**src/rtl/fpu_pkg.sv**
```systemverilog
`default_nettype none
// ----------------------------------------------------------------------------
// Package  : fpu_pkg
// Brief    : Shared float field widths, integer limits, rounding-mode enum and
//            the stage records used by the float-to-integer converter.
// Revision : 1.0 - initial release
// ----------------------------------------------------------------------------
package fpu_pkg;

    localparam int EXP_W  = 8;
    localparam int FRAC_W = 23;
    localparam int INT_W  = 32;

    localparam logic [EXP_W-1:0] EXP_BIAS    = 8'd127;
    localparam logic [EXP_W-1:0] EXP_SPECIAL = 8'hFF;

    localparam logic [INT_W-1:0] INT_MAX = 32'h7FFF_FFFF;
    localparam logic [INT_W-1:0] INT_MIN = 32'h8000_0000;

    typedef enum logic [1:0] {
        RM_RNE = 2'b00,
        RM_RTZ = 2'b01,
        RM_RDN = 2'b10
    } rmode_t;

    // Stage-1 result: integer magnitude plus guard/sticky, ready for rounding.
    typedef struct packed {
        logic             sign;
        logic             nan;
        logic             huge;
        logic [INT_W-1:0] mag;
        logic             guard;
        logic             sticky;
        rmode_t           rm;
    } ftoi_dec_t;

    typedef struct packed {
        logic [INT_W-1:0] y;
        logic             ovf;
    } ftoi_res_t;

    // The reserved encoding 2'b11 behaves as round-to-nearest-even.
    function automatic rmode_t decode_rmode(input logic [1:0] code);
        return (code == 2'b11) ? RM_RNE : rmode_t'(code);
    endfunction

endpackage : fpu_pkg
`default_nettype wire

```
**src/rtl/fp_ftoi_round.sv**
```systemverilog
`default_nettype none
// ----------------------------------------------------------------------------
// Module   : fp_ftoi_round
// Brief    : Combinational round / negate / overflow stage of fp_ftoi.
//            FPU_FTOI_SATURATE_EN selects saturating overflow results.
// Revision : 1.0 - initial release
// ----------------------------------------------------------------------------
module fp_ftoi_round
    import fpu_pkg::*;
(
    input  ftoi_dec_t dec_i,
    output ftoi_res_t res_o
);

    localparam logic [INT_W:0] TWO_POW_31 = {2'b01, {(INT_W-1){1'b0}}};

    logic             inc;
    logic [INT_W:0]   mag_r;
    logic [INT_W-1:0] signed_w;
    logic [INT_W-1:0] sat_w;
    logic             ovf_w;

    always_comb begin
        inc = 1'b0;
        case (dec_i.rm)
            RM_RTZ:  inc = 1'b0;
            RM_RDN:  inc = dec_i.sign && (dec_i.guard || dec_i.sticky);
            default: inc = dec_i.guard && (dec_i.sticky || dec_i.mag[0]);
        endcase
    end

    assign mag_r = {1'b0, dec_i.mag} + {{INT_W{1'b0}}, inc};

    // Only -2^31 itself survives a magnitude of exactly 2^31.
    assign ovf_w = dec_i.huge || dec_i.nan || (mag_r > TWO_POW_31) ||
                   ((mag_r == TWO_POW_31) && !dec_i.sign);

    assign signed_w = dec_i.sign ? (~mag_r[INT_W-1:0] + INT_W'(1)) : mag_r[INT_W-1:0];

`ifdef FPU_FTOI_SATURATE_EN
    assign sat_w = (dec_i.sign && !dec_i.nan) ? INT_MIN : INT_MAX;
`else
    assign sat_w = INT_MIN;
`endif

    assign res_o.y   = ovf_w ? sat_w : signed_w;
    assign res_o.ovf = ovf_w;

endmodule : fp_ftoi_round
`default_nettype wire

```
**src/rtl/fp_ftoi.sv**
```systemverilog
`default_nettype none
// ----------------------------------------------------------------------------
// Module   : fp_ftoi
// Brief    : Pipelined float32 to int32 converter with valid/ready handshake,
//            RNE/RTZ/RDN rounding and overflow flag. FPU_FTOI_SATURATE_EN
//            enables saturating overflow results.
// Revision : 1.0 - initial release
// ----------------------------------------------------------------------------
module fp_ftoi
    import fpu_pkg::*;
#(
    parameter int NSTAGE = 2
) (
    input  logic              clk,
    input  logic              rstn,
    input  logic              in_valid,
    output logic              in_ready,
    input  logic [INT_W-1:0]  x,
    input  logic [1:0]        rmode,
    output logic              out_valid,
    input  logic              out_ready,
    output logic [INT_W-1:0]  y,
    output logic              ovf
);

    logic [EXP_W-1:0]        exp_w;
    logic [FRAC_W-1:0]       frac_w;
    logic [4:0]              shamt;
    logic [FRAC_W+INT_W-1:0] shifted;

    ftoi_dec_t dec_d;
    ftoi_dec_t dec_q;
    ftoi_res_t res_w;
    ftoi_res_t res2_q;
    logic      v1_q;
    logic      v2_q;
    logic      rdy2;
    logic      succ_rdy;

    assign exp_w  = x[30:23];
    assign frac_w = x[FRAC_W-1:0];
    assign shamt  = 5'(exp_w - EXP_BIAS);

    // Hidden one sits at bit FRAC_W; after the shift the integer part is the
    // top INT_W bits and the bits below it are guard and sticky.
    assign shifted = {{(INT_W-1){1'b0}}, 1'b1, frac_w} << shamt;

    always_comb begin
        dec_d      = '0;
        dec_d.sign = x[31];
        dec_d.rm   = decode_rmode(rmode);
        if (exp_w == EXP_SPECIAL) begin
            dec_d.huge = 1'b1;
            dec_d.nan  = |frac_w;
        end else if (exp_w >= EXP_BIAS + 8'd32) begin
            dec_d.huge = 1'b1;
        end else if (exp_w >= EXP_BIAS) begin
            dec_d.mag    = shifted[FRAC_W+INT_W-1 -: INT_W];
            dec_d.guard  = shifted[FRAC_W-1];
            dec_d.sticky = |shifted[FRAC_W-2:0];
        end else if (exp_w == EXP_BIAS - 8'd1) begin
            dec_d.guard  = 1'b1;
            dec_d.sticky = |frac_w;
        end else if (exp_w != '0) begin
            dec_d.sticky = 1'b1;
        end
        // exp == 0: zero or denormal, magnitude and round bits stay zero
    end

    assign rdy2     = !v2_q || succ_rdy;
    assign in_ready = !v1_q || rdy2;

    always_ff @(posedge clk) begin
        if (in_valid && in_ready) begin
            dec_q <= dec_d;
        end
    end

    fp_ftoi_round u_round (
        .dec_i (dec_q),
        .res_o (res_w)
    );

    always_ff @(posedge clk or negedge rstn) begin
        if (!rstn) begin
            v1_q   <= 1'b0;
            v2_q   <= 1'b0;
            res2_q <= '0;
        end else begin
            if (in_ready) begin
                v1_q <= in_valid;
            end
            if (rdy2) begin
                v2_q <= v1_q;
                if (v1_q) begin
                    res2_q <= res_w;
                end
            end
        end
    end

    // Any depth other than 3 builds the two-stage pipeline.
    generate
        if (NSTAGE == 3) begin : g_out_reg
            logic      v3_q;
            ftoi_res_t res3_q;

            assign succ_rdy = !v3_q || out_ready;

            always_ff @(posedge clk or negedge rstn) begin
                if (!rstn) begin
                    v3_q   <= 1'b0;
                    res3_q <= '0;
                end else if (succ_rdy) begin
                    v3_q <= v2_q;
                    if (v2_q) begin
                        res3_q <= res2_q;
                    end
                end
            end

            assign out_valid = v3_q;
            assign y         = res3_q.y;
            assign ovf       = res3_q.ovf;
        end else begin : g_no_out_reg
            assign succ_rdy  = out_ready;
            assign out_valid = v2_q;
            assign y         = res2_q.y;
            assign ovf       = res2_q.ovf;
        end
    endgenerate

endmodule : fp_ftoi
`default_nettype wire

```
**config.mk**
```make
export PLATFORM = sky130hd
export DESIGN_NAME = fp_ftoi
export DESIGN_NICKNAME = d
export VERILOG_FILES = /design/src/rtl/fpu_pkg.sv /design/src/rtl/fp_ftoi_round.sv /design/src/rtl/fp_ftoi.sv
export SDC_FILE = /design/constraint.sdc
export NUM_CORES = 1
export LEC_CHECK = 0
export BUFFER_PORTS_ARGS = -buffer_cell sky130_fd_sc_hd__buf_4
export CAP_MARGIN = 10
export CORE_UTILIZATION = 35
export DETAILED_ROUTE_END_ITERATION = 8
export PLACE_DENSITY = 0.61
export SLEW_MARGIN = 20
export SYNTH_ARGS = -nofsm -noshare
export SYNTH_HDL_FRONTEND = slang
export SYNTH_SLANG_ARGS = --single-unit
```
**constraint.sdc**
```tcl
create_clock -name clk -period 4.9 [get_ports clk]
set_input_delay 0.98 -clock clk [delete_from_list [all_inputs] [get_ports clk]]
set_output_delay 0.98 -clock clk [all_outputs]
set_load 0.02 [all_outputs]
```
* After elaboration in Yosys (flattened, before gate mapping)
Index checks and enable logic that the tools add are counted.
W data, S select, Z words.
** Operators by class
- Order comparisons :: 3
- Add/subtract/negate cells :: 3
- Bitwise operators :: 2
- Eq/ne operators :: 6
- Reduce and logical (&&, ||, !) cells :: 20
- Mux-type cells :: 8
- Shift-type cells :: 1
** Operators by type and width (count)
- $mux W32 :: 2
- $shl A24 B5 Y55 :: 1
- $add A32 B1 Y33 :: 1
- $eq A33 B32 Y1 const B :: 1
- $gt A33 B32 Y1 const B :: 1
- $add A32 B1 Y32 const B :: 1
- $not A32 Y32 :: 1
- $reduce_or A23 Y1 :: 1
- $reduce_or A22 Y1 :: 1
- $eq A8 B7 Y1 const B :: 1
- $eq A8 B8 Y1 const B :: 1
- $ge A8 B7 Y1 const B :: 1
- $ge A8 B8 Y1 const B :: 1
- $reduce_bool A8 Y1 :: 1
- $logic_or A1 B1 Y1 :: 7
- $sub A5 B5 Y5 const B :: 1
- $eq A2 B2 Y1 const B :: 2
- $logic_and A1 B1 Y1 :: 4
- $mux W1 :: 4
- $logic_not A1 Y1 :: 3
- $reduce_or A3 Y1 :: 1
- $eq A2 B1 Y1 const B :: 1
- $mux W2 :: 1
- $pmux W1 S2 :: 1
- 3 further kinds :: 3
** Storage, ports and cells
- Bits in registers :: 74
- Output and inout port bits :: 35
- Input bits :: 38
- Word-level logic and storage cells :: 54

* Logic depth before layout (Yosys ltp)
Gate-level depths: netlist of run 1.
- Depth in word-level cells :: 8
- Gate-level depth with buffers :: 20
- Depth with buffers taken out :: 17

* Cells and area by module
Synthesis of run 1 repeated with hierarchy kept, for this count alone.
** Second synthesis, totals
- Cell total of the unflattened synthesis :: 706
- Area, all modules :: 6452.4 um^2
** By module, submodules not included
- fp_ftoi :: instances 1, cells each 393, area each 4418.0 um^2, seq. area each 2047.0 um^2
- fp_ftoi_round :: instances 1, cells each 313, area each 2034.5 um^2, seq. area each 0.0 um^2

* Least setup slack after synthesis of run 1
No wires, ideal clock.
- Path type :: in2reg
- Start :: input port x[23]
- End :: register dec_q[2] (netlist name), data pin
- Stages on the path :: 12
- Required time :: 4.641 ns
- Data arrival time :: 3.975 ns
- Setup slack :: 0.667 ns
- Library setup time :: 0.259 ns
- Buffers on the path :: 4
- Cells stage by stage :: clkbuf_1 inv_1 buf_1 ha_1 buf_1 buf_2 mux4_2 a21oi_1 mux2i_1 a2111oi_0 nand3_1 a211o_1
** Between the ends
- Longest elaborated chain between the ends :: 4
- Elaborated cells on any way between the ends :: 12
- Classes of those cells :: add/sub (1); order compare (2); eq/ne (2); shift (1); mux (3); reduce/logical (3)
** RTL lines
- start: declaration :: RTL line fp_ftoi.sv:18 : input logic [INT_W-1:0] x,
- $sub A5 B5 Y5 / $reduce_bool A8 Y1 (equally long branches) :: RTL line fp_ftoi.sv:42, fp_ftoi.sv:64
- $shl A24 B5 Y55 / $mux W1 (equally long branches) :: RTL line fp_ftoi.sv:46, fp_ftoi.sv:64
- $reduce_or A22 Y1 / $mux W1 (equally long branches) :: RTL line fp_ftoi.sv:60, fp_ftoi.sv:61
- $mux W2 :: RTL line fp_ftoi.sv:57 : end else if (exp_w >= EXP_BIAS) begin
- end signal: assignment :: RTL line fp_ftoi.sv:75 : dec_q <= dec_d;
- end: declaration :: RTL line fp_ftoi.sv:32 : ftoi_dec_t dec_q;
Several ways; a longest one is shown, not always the timed one.
A chain may end at the register's enable or synchronous reset.

* Worst setup path in the final report of run 1
- Start :: register dec_q[1] (netlist name)
- End :: register res2_q (netlist bit y[8])
** Between the ends
- Longest elaborated chain between the ends :: 7
- Elaborated cells on any way between the ends :: 13
- Classes of those cells :: add/sub (2); order compare (1); eq/ne (3); mux (3); bitwise (1); reduce/logical (3)
** RTL lines
- $eq A2 B2 Y1 / $eq A2 B1 Y1 (equally long branches) :: RTL line fp_ftoi_round.sv:25 : case (dec_i.rm)
- $pmux W1 S2 (*) :: RTL line fp_ftoi_round.sv:25
- $add A32 B1 Y33 (*) :: RTL line fp_ftoi_round.sv:32 : assign mag_r = {1'b0, dec_i.mag} + {{INT_W{1'b0}}, inc};
- $not A32 Y32 (tied with other cells) :: RTL line fp_ftoi_round.sv:38 : assign signed_w = dec_i.sign ? (~mag_r[INT_W-1:0] + INT_W'(1)) : mag_r[INT_W-1:0];
- $add A32 B1 Y32 (tied with other cells) :: RTL line fp_ftoi_round.sv:38
- $mux W32 / $logic_or A1 B1 Y1 (equally long branches) :: RTL line fp_ftoi_round.sv:38, fp_ftoi_round.sv:35
- $mux W32 (*) :: RTL line fp_ftoi_round.sv:46 : assign res_o.y = ovf_w ? sat_w : signed_w;
- end signal: assignment :: RTL line fp_ftoi.sv:96 : res2_q <= res_w;
- end: declaration :: RTL line fp_ftoi.sv:34 : ftoi_res_t res2_q;
Mark *: on every way between the ends. The rest lies on a longest branch, timed or not.

==> flow_summary.json, run 1 <==
{
  "power.leakage_nw": 2.82,
  "clock_power_share_pct": 35.3,
  "pin_slew_with_the_least_headroom_to_its_limit_ps": 913,
  "status": "finished clean",
  "setup_violations": 0,
  "achievable-frequency_ghz": 0.231,
  "layout.cells.most_common": "buf_4",
  "worstSetupEndpointType": "register",
  "detail_route.first_pass.iterations": 5,
  "cts_root_buf": "clkbuf_16",
  "ys.warnings.count": 0,
  "number_of_hold_buffers_added_after_cts": 0,
  "cts.sinks": 74,
  "postCtsResizedCells": 0,
  "maxCapViolCount": 0,
  "layout-drive-gt1-share_pct": 17.5,
  "intPower_w": 0.00145,
  "syn_nets": 728,
  "worstPathRequired_ps": 5160,
  "cts_setup_buffers": 0,
  "timing_max_transition_violations_final": 0,
  "hold_class": "reg -> reg",
  "clock_tree_from_tritoncts": "yes",
  "power.density_cell_area_nw_per_um2": 292,
  "period_needed_ps": 4330,
  "clock_pin_transition_on_the_worst_setup_and_hold_timing_paths_ps": 60,
  "power_switching_share_pct": 30.0,
  "synth_largest_type_area_fraction_pct": 19.5,
  "most-common-layout-cells": "buf_4, nor2_1, nand2_1, mux2i_1, xnor2_1",
  "routed_wire_length_per_instance_um": 15.3,
  "antenna_found_initial": 0,
  "port_buffers": 72,
  "r2r-start": "dec_q[1]$_SDFFCE_PN0P_",
  "timing.setup.tns_ps": 0,
  "critical_path_class": "reg -> reg",
  "drt-initial-drc-count": 395,
  "fin_worst_skew_ps": 8.65,
  "rsz0062_at_grt": "no",
  "power.total_w": 0.00207,
  "fin_crit_sh_pct": 88.3,
  "globalRouteOverflowTotal": 0,
  "num-fill-cells": 1690,
  "hold_slack_ps": 501,
  "cts_buffer_depth": 2,
  "antenna_left": 0,
  "design.die.area_sq_um": 17700,
  "io_pins": 73,
  "synth.top_cells.by_area": "edfxtp_1, dfrtp_1, mux2i_1",
  "final_hold_viol_count": 0,
  "switching_power_w": 0.000621,
  "dp_hpwl_mm": 11.5,
  "htree_num_levels": 3,
  "dieWidth_um": 133,
  "arrival_ps": 4590,
  "async_reset_ff_share_pct": 47.3,
  "reg2reg_to": "y[8]$_DFFE_PN0P_",
  "maxSlewHeadroom_pct": 39.1,
  "routabilityCongestion": 0.869,
  "worst-path-max-fanout": 33,
  "detailroute.via_count": 5180,
  "area_of_placed_instances_sq_um": 6740,
  "area_growth_pct": 17.6,
  "yosysTopAreaCell": "edfxtp_1",
  "worst_hold_path.num_cells": 1,
  "wirelength_mm": 14.7,
  "postLayoutCoreUtil_pct": 42.4,
  "grt_pass1_wl_mm": 24.7,
  "avgSynthCellArea_sq_um": 8.80,
  "synth_sequential_area_ratio_pct": 34.0,
  "synth_edf_count": 39,
  "initial_utilization_pct": 36.0,
  "ys_ff_latch": 74,
  "synthesis.instances": 683,
  "r2r_setup_slack_ps": 570,
  "ys_dominant_reg_cell": "edfxtp_1",
  "post-route-drc-count": 0,
  "worst-r2r-cell-count": 15,
  "final_cell_area_sq_um": 7070,
  "p_comb_share_pct": 27.7,
  "numCtsBuffers": 9,
  "antenna_cells_inserted": 0,
  "grt_pass1_vias": 4869,
  "clkLatencyLatePin_ps": 330,
  "nets": 782,
  "yosys.cell_types.count": 68,
  "rows": 47,
  "largest_net_degree_at_the_start_of_global_routing": 40,
  "detail_route.vias_per_cell": 5.38,
  "mapped_area_sq_um": 6010,
  "sequentialPowerShare_pct": 37.0,
  "worst_ir_drop_vdd_uv": 150,
  "placeableCoreArea_sq_um": 16700,
  "grtUsageTotal_pct": 17.3,
  "hp-start": "y[11]$_DFFE_PN0P_",
  "crit_path_start_kind": "register",
  "timing.hold.worst_endpoint": "y[11]$_DFFE_PN0P_",
  "die-height_um": 133
}
[critical path, cell delays in order, from the launching register on]
cell,delay [ps]
edfxtp_1,370
ha_1,310
nor2_1,110
a21oi_1,50
nor2_1,110
ha_1,280
ha_1,390
nand4_4,190
nor3_1,560
xnor2_1,260
nand3_1,270
nor4b_4,380
nand3_2,220
nor3_2,180
o21a_4,380
a22o_1,200
[state kept, by name, indices dropped and copies added, names as in the netlist]
register / flops
dec_q: 39
out_valid: 1
ovf: 1
v1_q: 1
y: 32
[synthesized netlist by cell type (7+ instances only)]
cell type,count
nor2b_1,9
a21oi_1,39
mux2i_1,45
nor2_1,79
dfrtp_1,35
ha_1,7
nand3_1,31
edfxtp_1,39
buf_2,12
xnor2_1,45
nand2_1,54
inv_1,14
clkbuf_1,21
xor2_1,21
o21ai_0,31
nand2b_1,8
nor3_1,22
a22o_1,31
nand4_1,10
a211oi_1,11
nor4_1,11
[how the worst max path moves through the flow]
stage,startpoint,to,slack (ps),cells after the start
2_1_floorplan,x[23],dec_q[2]$_SDFFCE_PP0P_,670,12
3_3_place_gp,x[23],dec_q[2]$_SDFFCE_PP0P_,580,12
3_5_place_dp,dec_q[1]$_SDFFCE_PN0P_,y[8]$_DFFE_PN0P_,590,15
4_1_cts,dec_q[1]$_SDFFCE_PN0P_,y[10]$_DFFE_PN0P_,570,15
5_1_grt,dec_q[1]$_SDFFCE_PN0P_,y[10]$_DFFE_PN0P_,190,15
6_report,dec_q[1]$_SDFFCE_PN0P_,y[8]$_DFFE_PN0P_,570,15
[area by class of cell]
| class | count | area, sq um | share of cell area (%) |
|---|---|---|---|
| Sequential cell | 74 | 2050 | 28.9 |
| Inverter | 14 | 52.6 | 0.743 |
| Clock buffer | 10 | 229 | 3.24 |
| Tap cell | 220 | 275 | 3.89 |
| Clock inverter | 6 | 105 | 1.49 |
| Timing Repair Buffer | 85 | 638 | 9.02 |
| Multi-Input combinational cell | 553 | 3730 | 52.7 |
[routing by layer]
| layer | up-vias | track usage [%] | share of wire [%] |
|---|---|---|---|
| met5 | - | 0 | 0 |
| met4 | 0 | 6.00 | 2.1 |
| met3 | 24 | 2.07 | 3.8 |
| met2 | 154 | 27.1 | 45 |
| met1 | 2374 | 24.4 | 49 |
| li1 | 2628 | - | - |
[through the flow]
stage / setup slack (ps) / std cells
floorplan: 667 / 683
finish: 573 / 962
global placement: 585 / 946
detailed placement: 586 / 946
global route: 195 / 962
CTS: 570 / 962
[power groups by stage]
stage,clock (W),sequential [W],combinational [W]
3_3_place_gp,0,0.000775,0.000571
3_5_place_dp,0,0.000776,0.000572
5_1_grt,0.000770,0.000773,0.000634
6_report,0.000729,0.000764,0.000574
4_1_cts,0.000745,0.000764,0.000574
2_1_floorplan,0,0.000795,0.000365
[cell families after synthesis]
group | count (synthesis) | share of synthesized area, %
adder cells (fa/ha/maj) | 7 | 1.46
buffers and inverters | 56 | 4.25
XOR/XNOR | 66 | 9.62
multiplexers | 53 | 9.37
AO/OA/AOI/OAI | 162 | 18.6
flip-flops | 74 | 34.0
AND/OR/NAND/NOR | 265 | 22.7
Note: power is estimated with default switching activity, not from simulation.
==> inputs of run 2 (changes only) <==
Settings changed: PLACE_DENSITY 0.61 to 0.63.
Clock period 4.9 ns to 3.8 ns, I/O delays scaled along.
==> flow_summary.json, run 2 (synthesis results as in run 1) <==
{
  "cts.sinks": 74,
  "critPathMaxStageDelay_ps": 430,
  "wirelength_mm": 14.9,
  "num-fill-cells": 1678,
  "port_buffers": 72,
  "htree_num_levels": 3,
  "routabilityCongestion": 0.889,
  "maxSlewHeadroom_pct": 42.0,
  "crit_path_start_kind": "register",
  "postLayoutCoreUtil_pct": 44.1,
  "final_cell_area_sq_um": 7370,
  "hold_class": "in -> async",
  "worstSetupEndpointType": "register",
  "detail_route.vias_per_cell": 5.30,
  "die-height_um": 133,
  "grt.busiest_layer": "met2",
  "grt_util_met3_pct": 2.45,
  "timing.critical_path.cells": "inv_1, ha_1, nor2_1, a21oi_1, nor2_1, ha_1, buf_4, nand4_1, or3_4, a2111oi_1, nor3_1, nor2_1, nand3_4, nor3_4, buf_4, o21a_4, a22o_1",
  "clkLatencyLatePin_ps": 330,
  "final_hold_viol_count": 0,
  "worst-path-max-fanout": 8,
  "clock_tree_from_tritoncts": "yes",
  "detail_route.first_pass.iterations": 5,
  "grt_pass1_vias": 4804,
  "area_of_placed_instances_sq_um": 6910,
  "cts_buffer_depth": 2,
  "rows": 47,
  "max_flop_register": "dec_q",
  "fin_worst_skew_ps": 5.44,
  "timing.critical_path.mode_cell": "nor2_1",
  "detailroute.via_count": 5255,
  "power.leakage_nw": 2.96,
  "fin_crit_sh_pct": 95.0,
  "grt_pass1_wl_mm": 24.0,
  "numCtsBuffers": 9,
  "antenna_cells_inserted": 0,
  "timing_max_transition_violations_final": 0,
  "clock_pin_transition_on_the_worst_setup_and_hold_timing_paths_ps": 50,
  "post_placement_cell_count": 969,
  "grt_util_met2_pct": 25.9,
  "placeableCoreArea_sq_um": 16700,
  "cts_root_buf": "clkbuf_16",
  "routed_wire_length_per_instance_um": 15.0,
  "dp_hpwl_mm": 11.4,
  "power.density_cell_area_nw_per_um2": 347,
  "globalRouteOverflowTotal": 0,
  "setup_violations": 0,
  "post-route-drc-count": 0,
  "io_pins": 73,
  "largest_net_degree_at_the_start_of_global_routing": 40,
  "slowest_cp_cell": "or3_4",
  "achievable-frequency_ghz": 0.277,
  "nets": 811,
  "initial_utilization_pct": 36.0,
  "final_cells": 991,
  "area_growth_pct": 22.6,
  "max_reg_flops": 39,
  "pin_slew_with_the_least_headroom_to_its_limit_ps": 871,
  "maxCapViolCount": 0,
  "most-common-layout-cells": "buf_4, nor2_1, nand2_1, mux2i_1, xnor2_1",
  "antenna_left": 0,
  "cp_num_buf_inv": 3,
  "grtUsageTotal_pct": 16.8,
  "arrival_ps": 3880,
  "worstPathRequired_ps": 4070,
  "design.die.area_sq_um": 17700,
  "drt-initial-drc-count": 322,
  "period_needed_ps": 3610,
  "cp_top_family": "simple AND/OR/NAND/NOR gates",
  "worst_ir_drop_vdd_uv": 216,
  "layout.cells.most_common": "buf_4",
  "status": "finished clean",
  "dieWidth_um": 133,
  "met1_usage_pct": 23.9,
  "layout-drive-gt1-share_pct": 22.2,
  "critical_path_class": "reg -> reg",
  "antenna_found_initial": 0
}
## run 2: power breakdown
group	internal, W	total [W]	switching (W)
Combinational	0.000332	0.000773	0.000441
Sequential	0.000924	0.000989	0.0000649
Clock	0.000503	0.000796	0.000294
## run 2: stage by stage
step	TNS, ps	setup slack, ps	hold WS (ps)	total power (W)
floorplan	0	112	464	0.00150
global placement	0	102	485	0.00175
detailed placement	0	23.2	490	0.00176
CTS	0	1.35	378	0.00256
global route	-1220	-51.3	391	0.00270
finish	0	190	363	0.00256
## run 2: area by class of cell
class | instances | area [sq um] | area share (%)
timing repair buffer | 111 | 833 | 11.3
tap | 220 | 275 | 3.73
inverter | 14 | 52.6 | 0.713
clock buffer | 12 | 236 | 3.21
sequential | 74 | 2050 | 27.8
multi-input combinational | 556 | 3880 | 52.7
clock inverter | 4 | 42.5 | 0.577
## run 2: final timing paths
path                                     end  slack, ps              startpoint  cells past startpoint
setup / recovery           y[30]$_DFFE_PN0P_        190  dec_q[0]$_SDFFCE_PN0P_                     17
hold / removal             y[26]$_DFFE_PN0P_        360                    rstn                      1
setup reg to reg           y[30]$_DFFE_PN0P_        190  dec_q[0]$_SDFFCE_PN0P_                     17
hold reg to reg              ovf$_DFFE_PN0P_        500         ovf$_DFFE_PN0P_                      2
max in group asynchronous   y[4]$_DFFE_PN0P_       3120                    rstn                      1
min in group clk             ovf$_DFFE_PN0P_        500         ovf$_DFFE_PN0P_                      2
## run 2: timing repair
| item | in CTS | in global routing |
|---|---|---|
| gates resized for setup | 0 | 29 |
| setup buffers | 0 | 3 |
| setup endpoints to repair | 0 | 33 |
| hold buffers | 0 | 0 |
## run 2: layer usage
metal	up-vias	routed length, um
met5	-	0
met2	125	6720
met1	2411	7280
li1	2698	-
met4	0	283
met3	21	580
